**src/rtl/sipo_pkg.sv**
```systemverilog
// Shared definitions for the serial-in/parallel-out receive controller:
// FSM state encoding and the counter-width helper.
package sipo_pkg;

    localparam logic ST_IDLE  = 1'b0;
    localparam logic ST_SHIFT = 1'b1;

    typedef enum logic {
        StIdle  = ST_IDLE,
        StShift = ST_SHIFT
    } state_e;

    // Ceiling log2; returns at least 1 so a counter never collapses to zero bits.
    function automatic int unsigned clog2(input int unsigned value);
        int unsigned result;
        int unsigned span;
        result = 0;
        span   = 1;
        while (span < value) begin
            span   = span << 1;
            result = result + 1;
        end
        if (result == 0) begin
            result = 1;
        end
        return result;
    endfunction

endpackage

```
**src/rtl/sipo_shift_en.sv**
```systemverilog
// WIDTH-bit shift register with enable and selectable shift direction.
// sr_next is the value the register takes at the coming edge.
module sipo_shift_en #(
    parameter int unsigned WIDTH     = 4,
    parameter bit          MSB_FIRST = 1'b1
) (
    input  logic             clk,
    input  logic             rst,
    input  logic             en,
    input  logic             si,
    output logic [WIDTH-1:0] sr,
    output logic [WIDTH-1:0] sr_next
);

    logic [WIDTH-1:0] sr_q;
    logic [WIDTH-1:0] sr_d;
    logic [WIDTH-1:0] sr_shift;

    always_comb begin
        sr_shift = sr_q;
        if (MSB_FIRST) begin
            sr_shift = {sr_q[WIDTH-2:0], si};
        end else begin
            sr_shift = {si, sr_q[WIDTH-1:1]};
        end
        sr_d = en ? sr_shift : sr_q;
    end

    always_ff @(posedge clk or negedge rst) begin
        if (!rst) begin
            sr_q <= '0;
        end else begin
            sr_q <= sr_d;
        end
    end

    assign sr      = sr_q;
    assign sr_next = sr_d;

endmodule

```
**src/rtl/sipo_rx_ctrl.sv**
```systemverilog
// Framing controller for a serial-to-parallel receiver: bit counter, FSM,
// holding register with valid/ready handshake, sticky overrun. Define
// SIPO_PARITY_EN to append an even-parity bit to each frame.
module sipo_rx_ctrl
    import sipo_pkg::*;
#(
    parameter int unsigned WIDTH     = 4,
    parameter bit          MSB_FIRST = 1'b1
) (
    input  logic                          clk,
    input  logic                          rst,
    input  logic                          si,
    input  logic                          si_valid,
    input  logic                          start,
    output logic [WIDTH-1:0]              word_out,
    output logic                          word_valid,
    input  logic                          word_ready,
    output logic                          busy,
    output logic [clog2(WIDTH+1)-1:0]     bit_cnt,
    output logic                          overrun,
    input  logic                          ovr_clr,
    output logic                          parity_err
);

    localparam int unsigned CW = clog2(WIDTH + 1);
`ifdef SIPO_PARITY_EN
    localparam int unsigned FRAME = WIDTH + 1;
`else
    localparam int unsigned FRAME = WIDTH;
`endif
    localparam logic [CW-1:0] LAST_CNT = CW'(FRAME - 1);

    state_e           state_q, state_d;
    logic [CW-1:0]    bit_cnt_q, bit_cnt_d;
    logic [WIDTH-1:0] word_q, word_d;
    logic             valid_q, valid_d;
    logic             overrun_q, overrun_d;
    logic             perr_q, perr_d;

    logic             shift_en;
    logic             complete;
    logic [WIDTH-1:0] sr_word;
    logic [WIDTH-1:0] sr_next;
    logic             new_perr;

`ifdef SIPO_PARITY_EN
    localparam logic [CW-1:0] PAR_CNT = CW'(WIDTH);
    // The parity slot is not shifted; a start-qualified bit is always data.
    assign shift_en = si_valid && (start || (bit_cnt_q != PAR_CNT));
    assign new_perr = (^sr_word) ^ si;
`else
    assign shift_en = si_valid;
    assign new_perr = 1'b0;
`endif

    assign complete = si_valid && !start && (bit_cnt_q == LAST_CNT);

    sipo_shift_en #(
        .WIDTH     (WIDTH),
        .MSB_FIRST (MSB_FIRST)
    ) u_shift (
        .clk     (clk),
        .rst     (rst),
        .en      (shift_en),
        .si      (si),
        .sr      (sr_word),
        .sr_next (sr_next)
    );

    always_comb begin
        state_d   = state_q;
        bit_cnt_d = bit_cnt_q;
        if (start && si_valid) begin
            state_d   = StShift;
            bit_cnt_d = CW'(1);
        end else if (start) begin
            state_d   = StIdle;
            bit_cnt_d = '0;
        end else if (complete) begin
            state_d   = StIdle;
            bit_cnt_d = '0;
        end else if (si_valid) begin
            state_d   = StShift;
            bit_cnt_d = bit_cnt_q + CW'(1);
        end
    end

    // A completed word loads only if the holding slot is free or being emptied.
    always_comb begin
        word_d    = word_q;
        valid_d   = valid_q;
        perr_d    = perr_q;
        overrun_d = overrun_q;
        if (ovr_clr) begin
            overrun_d = 1'b0;
        end
        if (complete && (!valid_q || word_ready)) begin
            word_d  = sr_next;
            perr_d  = new_perr;
            valid_d = 1'b1;
        end else if (complete) begin
            overrun_d = 1'b1;
        end else if (valid_q && word_ready) begin
            valid_d = 1'b0;
        end
    end

    always_ff @(posedge clk or negedge rst) begin
        if (!rst) begin
            state_q   <= StIdle;
            bit_cnt_q <= '0;
            word_q    <= '0;
            valid_q   <= 1'b0;
            overrun_q <= 1'b0;
            perr_q    <= 1'b0;
        end else begin
            state_q   <= state_d;
            bit_cnt_q <= bit_cnt_d;
            word_q    <= word_d;
            valid_q   <= valid_d;
            overrun_q <= overrun_d;
            perr_q    <= perr_d;
        end
    end

    assign word_out   = word_q;
    assign word_valid = valid_q;
    assign busy       = (state_q == StShift);
    assign bit_cnt    = bit_cnt_q;
    assign overrun    = overrun_q;
    assign parity_err = perr_q;

endmodule

```
**config.mk**
```make
export PLATFORM = sky130hd
export DESIGN_NAME = sipo_rx_ctrl
export DESIGN_NICKNAME = d
export VERILOG_FILES = /design/src/rtl/sipo_pkg.sv /design/src/rtl/sipo_shift_en.sv /design/src/rtl/sipo_rx_ctrl.sv
export SDC_FILE = /design/constraint.sdc
export NUM_CORES = 1
export LEC_CHECK = 0
export ABC_AREA = 1
export BUFFER_PORTS_ARGS = -buffer_cell sky130_fd_sc_hd__buf_2
export CORE_MARGIN = 8
export CORE_UTILIZATION = 40
export DETAILED_ROUTE_END_ITERATION = 16
export HOLD_SLACK_MARGIN = 0.08
export PLACE_DENSITY = 0.61
export REMOVE_ABC_BUFFERS = 1
export SLEW_MARGIN = 5
export SYNTH_ARGS = -nofsm -noshare
export SYNTH_HDL_FRONTEND = slang
export SYNTH_SLANG_ARGS = --single-unit
```
**constraint.sdc**
```tcl
create_clock -name clk -period 1.31 [get_ports clk]
set_clock_uncertainty 0.1 [all_clocks]
set_input_delay 0.393 -clock clk [delete_from_list [all_inputs] [get_ports clk]]
set_output_delay 0.393 -clock clk [all_outputs]
set_load 0.03 [all_outputs]
```
# After elaboration in Yosys (flattened, before gate mapping)
# Cells that the tools add are included.
dict set report op_classes {
  n_addsub 1
  eq_ne 2
  n_mux 15
  reduce_logical 11
}
# cell count
set op_table {}
lappend op_table {{$mux 3} 4}
lappend op_table {{$mux 1} 10}
lappend op_table {{$logic_and 1x1->1} 5}
lappend op_table {{$mux 4} 1}
lappend op_table {{$reduce_bool 4->1} 1}
lappend op_table {{$add 3x1->3 const B} 1}
lappend op_table {{$eq 3x2->1 const B} 1}
lappend op_table {{$logic_not 1->1} 2}
lappend op_table {{$ne 2x1->1 const B} 1}
lappend op_table {{$reduce_and 2->1} 1}
lappend op_table {{$reduce_bool 2->1} 1}
lappend op_table {{$logic_or 1x1->1} 1}
dict set report totals {
  regBits 14
  in_bits 7
  elab_cells 35
}

# Depth between registers and ports, before layout
dict set report logic_depth {
  word_depth 6
  ltp_mapped 6
  depth_no_buf 6
}

# Modules after synthesis
# From an unflattened synthesis, not the netlist that was laid out.
dict set report unflattened {
  hier_cells 68
  area_unflattened_um2 624.3
}
# module n_inst cells_per_inst area_per_inst_um2 seq_area_each_um2
set by_module_without_submodules {}
lappend by_module_without_submodules {sipo_rx_ctrl 1 51 475.5 250.2}
lappend by_module_without_submodules {sipo_shift_en 1 17 148.9 100.1}

# Least setup slack after synthesis
# No wires, ideal clock.
dict set report synth_path {
  kind {reg-to-reg}
  startpoint {register bit_cnt_q[0] (netlist: bit_cnt[0])}
  endpoint {register word_q[0] (netlist: word_out[0])}
  setup_time_ps 118
  arrival_time_ps 1187
  t_required_ps 1092
  setup_slack_ps -94
  path_stages_with_launch 7
  path_buffers 0
  period_less_slack_ps 1404
  path_cell_list {dfrtp_1 > ha_1 > inv_1 > nor2_4 > nand3_4 > nand2_1 > nand2_1}
}
dict set report synth_between {
  elab_chain_len 3
}
# item line
set synth_rtl {}
lappend synth_rtl {{from (decl)} sipo_rx_ctrl.sv:34} ;# logic [CW-1:0] bit_cnt_q, bit_cnt_d;
lappend synth_rtl {{from (signal assigned)} sipo_rx_ctrl.sv:118} ;# bit_cnt_q <= bit_cnt_d;
lappend synth_rtl {{$eq 3x2->1} sipo_rx_ctrl.sv:56} ;# assign complete = si_valid && !start && (bit_cnt_q == LAST_CNT);
lappend synth_rtl {{$logic_and 1x1->1} sipo_rx_ctrl.sv:56}
lappend synth_rtl {{$logic_and 1x1->1} sipo_rx_ctrl.sv:97} ;# if (complete && (!valid_q || word_ready)) begin
lappend synth_rtl {{to (signal assigned)} sipo_rx_ctrl.sv:119} ;# word_q <= word_d;
lappend synth_rtl {{to (decl)} sipo_rx_ctrl.sv:35} ;# logic [WIDTH-1:0] word_q, word_d;
# No other way between the ends.
# A chain may end at the register's enable or synchronous reset.

# Final worst setup path
dict set report layout_path {
  startpoint {register bit_cnt_q[0] (netlist: bit_cnt[0])}
  endpoint {output port bit_cnt[0]}
}
# item line
set layout_lines {}
lappend layout_lines {{to (decl)} sipo_rx_ctrl.sv:19} ;# output logic [clog2(WIDTH+1)-1:0] bit_cnt,
# No word-level cell between the ends.

==> impl_metrics.xml <==
<?xml version="1.0" encoding="UTF-8"?>
<metrics>
  <group name="grt">
    <metric name="grt_pass1_vias" unit="">519</metric>
    <metric name="grt_max_degree" unit="">15</metric>
    <metric name="grt_pass1_wl" unit="mm">2.277</metric>
    <metric name="grt_overflow" unit="">0</metric>
    <metric name="gr-usage-all-layers" unit="">0.08465</metric>
    <metric name="antenna_found_initial" unit="">0</metric>
  </group>
  <group name="logic_synthesis">
    <metric name="synth.largest_area_cell" unit="">dfrtp_1</metric>
    <metric name="post_synth.cell_area_avg" unit="um2">9.665</metric>
    <metric name="synth_area" unit="um2">666.9</metric>
    <metric name="synth_fa_ha_area_frac" unit="">0.01876</metric>
    <metric name="synthesis.instances" unit="">69</metric>
    <metric name="yosys-mux-area-fraction" unit="">0</metric>
    <metric name="synth_edf_count" unit="">0</metric>
    <metric name="postSynthRegisterBits" unit="">14</metric>
    <metric name="yosys-top-cells-count" unit="">nand2_1 (24), dfrtp_1 (14), nand3_1 (6)</metric>
    <metric name="post-synth-top-count-cell" unit="">nand2_1</metric>
    <metric name="synth-simple-area-share" unit="">0.3283</metric>
    <metric name="synth-compound-area-share" unit="">0.04690</metric>
    <metric name="sequential_to_total_area_share_from_yosys_stat" unit="">0.5253</metric>
    <metric name="combinational_family_with_the_most_area_after_synthesis" unit="">simple AND/OR/NAND/NOR gates</metric>
    <metric name="async_set_reset_flop_share_out_of_synthesis" unit="">1.000</metric>
    <metric name="synth-warning-count" unit="">0</metric>
    <metric name="synth_flop_cell" unit="">dfrtp_1</metric>
    <metric name="synth.top_cell.area_share" unit="">0.5253</metric>
    <metric name="synth_cell_types" unit="">19</metric>
    <metric name="synthTopCellsByArea" unit="">dfrtp_1 (53%), nand2_1 (14%), nand3_1 (4.5%)</metric>
    <metric name="synthXorXnorAreaFrac" unit="">0</metric>
  </group>
  <group name="placed_design">
    <metric name="gp_routability_congestion" unit="">0.7696</metric>
    <metric name="numPlacedInstances" unit="">100</metric>
    <metric name="cell_area_reported_after_detailed_placement" unit="um2">755.7</metric>
    <metric name="pre_cts_slack" unit="ns">0.04461</metric>
    <metric name="numPortBuffers" unit="">16</metric>
    <metric name="post-dp-hpwl" unit="mm">1.008</metric>
  </group>
  <group name="worst_setup_path">
    <metric name="crit_path_cell_trace" unit="">buf_6</metric>
    <metric name="crit_path_buffers_inverters" unit="">1</metric>
    <metric name="critPathTopFamily" unit="">flip-flops</metric>
    <metric name="worst_ep_arrival_time" unit="ns">0.86</metric>
    <metric name="crit_path_max_cell_delay" unit="ns">0.43</metric>
    <metric name="cp_class" unit="">reg -&gt; out</metric>
    <metric name="type_of_element_launching_the_critical_path" unit="">flip-flop</metric>
    <metric name="crit_path_max_fanout" unit="">4</metric>
    <metric name="critPathCaptureType" unit="">primary output</metric>
    <metric name="critPathSlowestCell" unit="">dfrtp_1</metric>
    <metric name="worst_endpoint_required_time" unit="ns">0.82</metric>
  </group>
  <group name="status">
    <metric name="failing_checks" unit="">negative setup slack</metric>
    <metric name="outcome" unit="">finished with violations</metric>
  </group>
  <group name="cts">
    <metric name="cts.sink_count" unit="">14</metric>
    <metric name="clk_pin_slew" unit="ns">0.08</metric>
    <metric name="ctsHtreeMaxLevel" unit="">1</metric>
    <metric name="maximum_root_to_sink_buffer_count" unit="">2</metric>
    <metric name="clk_root_buffer_cell" unit="">clkbuf_4</metric>
    <metric name="worstSkewPairLatency" unit="ns">0.27</metric>
    <metric name="tritoncts.num_buffers" unit="">3</metric>
    <metric name="tritoncts_clock_tree" unit="">built</metric>
  </group>
  <group name="route">
    <metric name="vias" unit="">523</metric>
    <metric name="detail_route.wl_per_cell" unit="um">11.95</metric>
    <metric name="wl" unit="mm">1.350</metric>
    <metric name="drt_pre_antenna_iters" unit="">2</metric>
    <metric name="drt.antenna.violating_nets" unit="">0</metric>
    <metric name="viasPerCell" unit="">4.628</metric>
    <metric name="post-route-drc-count" unit="">0</metric>
    <metric name="drt-initial-drc-count" unit="">6</metric>
  </group>
  <group name="sta">
    <metric name="finalSetupTns" unit="ns">-0.07497</metric>
    <metric name="layout_worst_path_cycle_share" unit="">1.030</metric>
    <metric name="finalSetupViolations" unit="">3</metric>
    <metric name="maximum_frequency_from_static_timing_analysis" unit="GHz">0.7414</metric>
    <metric name="period_minus_slack" unit="ns">1.349</metric>
    <metric name="slew_viol_final" unit="">0</metric>
    <metric name="hold_viol_final" unit="">0</metric>
    <metric name="rsz0062_at_grt" unit="">yes</metric>
    <metric name="worst_case_setup_margin_in_the_final_layout" unit="ns">-0.03878</metric>
  </group>
  <group name="layout">
    <metric name="fin_cells" unit="">113</metric>
    <metric name="finalNetCount" unit="">106</metric>
    <metric name="final_core_utilization" unit="">0.6015</metric>
    <metric name="final_layout_size_suffix_gt1_frac" unit="">0.4330</metric>
    <metric name="flow.area_growth_from_synthesis" unit="%">39.02</metric>
    <metric name="diodes" unit="">0</metric>
    <metric name="finish.instance_area" unit="um2">927.1</metric>
  </group>
  <group name="pwr">
    <metric name="power.static_leakage" unit="nW">0.5012</metric>
    <metric name="irDropWorstVdd" unit="uV">1021</metric>
    <metric name="power_per_cell_area" unit="mW/mm2">1350</metric>
  </group>
  <group name="hold_path">
    <metric name="class_of_the_tightest_hold_or_removal_check" unit="">in -&gt; reg</metric>
  </group>
  <group name="floorplanning">
    <metric name="io_pins" unit="">18</metric>
    <metric name="placeableCoreArea" unit="mm2">0.001541</metric>
    <metric name="design.die.area" unit="mm2">0.003230</metric>
    <metric name="die_height" unit="um">56.83</metric>
    <metric name="row_count" unit="">14</metric>
    <metric name="initial_utilization" unit="">0.4326</metric>
    <metric name="die_w" unit="um">56.83</metric>
  </group>
  <group name="job">
    <metric name="cap_viol_max_count" unit="">0</metric>
  </group>
</metrics>
[path summary, 6_finish.rpt]
path,startpoint,endpoint,slack (ns),cells past startpoint
hold reg to reg,u_shift.sr[3]$_DFF_PN0_,u_shift.sr[3]$_DFF_PN0_,0.39,2
hold / removal,ovr_clr,overrun$_DFF_PN0_,0.26,4
min in group asynchronous,rst,bit_cnt[2]$_DFFE_PN0P_,0.44,2
setup / recovery,bit_cnt[0]$_DFFE_PN0P_,bit_cnt[0],-0.04,1
setup reg to reg,bit_cnt[0]$_DFFE_PN0P_,word_out[2]$_DFFE_PN0P_,0.04,6
max in group asynchronous,rst,word_out[0]$_DFFE_PN0P_,0.43,2
[through the flow]
step,power [W],hold slack (ns)
after detailed placement,0.0008340,0.2130
after CTS,0.001237,0.2561
final,0.001252,0.2594
after global routing,0.001322,0.2656
after floorplan,0.0007286,-0.002591
after global placement,0.0008338,0.2083
[cell families (layout without fill, tap and decap cells)]
| logic type | after synthesis | in the layout |
|---|---|---|
| compound gates | 5 | 5 |
| fa+ha+maj | 1 | 1 |
| buf+inv | 9 | 37 |
| flops | 14 | 14 |
| other cells | 1 | 1 |
| simple gates | 39 | 39 |
[flip-flops by register name, indices dropped and copies added, names as in the netlist]
signal      flops
u_shift.sr      4
word_out        4
bit_cnt         3
busy            1
overrun         1
word_valid      1
[timing repair]
item / CTS / global route
pin swaps: 0 / 1
setup endpoints to repair: 10 / 14
resized for setup: 20 / 1
buffers inserted: 5 / 3
hold buffers: 1 / 0
hold endpoints to repair: 14 / 0
[metal layers]
layer / part of all wire / wire length [um] / GRT usage
met4: 0.0074 / 10 / 0.04027
met5: 0 / 0 / 0
met1: 0.45 / 602 / 0.09585
met3: 0.069 / 93 / 0.03596
met2: 0.48 / 644 / 0.1332
[power breakdown]
part	leakage (nW)	internal, W	total, W	switching (W)
logic	0.300	0.000190	0.000411	0.000221
registers	0.181	0.000495	0.000539	0.0000447
clock network	0.0210	0.000169	0.000301	0.000133
total	0.501	0.000853	0.00125	0.000399
[cell usage in the layout, fill, tap and decap left out, drive strengths merged]
cell type / netlist / routed
dfrtp: 14 / 14
a211oi: 1 / 1
nand3: 7 / 7
ha: 1 / 1
a21oi: 3 / 3
dlygate4sd3: 0 / 1
nor2: 4 / 4
conb: 1 / 1
buf: 2 / 25
inv: 7 / 7
clkbuf: 0 / 4
nand2: 28 / 28
o21ai: 1 / 1
[area by class of cell]
cell class | count | area [um2]
well taps | 16 | 20.02
flip-flops and latches | 14 | 350.3
repair buffers | 26 | 220.2
inverters | 7 | 31.28
clock buffers | 4 | 36.28
fillers | 142 | 614.3
multi-input cells | 46 | 269.0
Power figures use the tool's default switching activity.
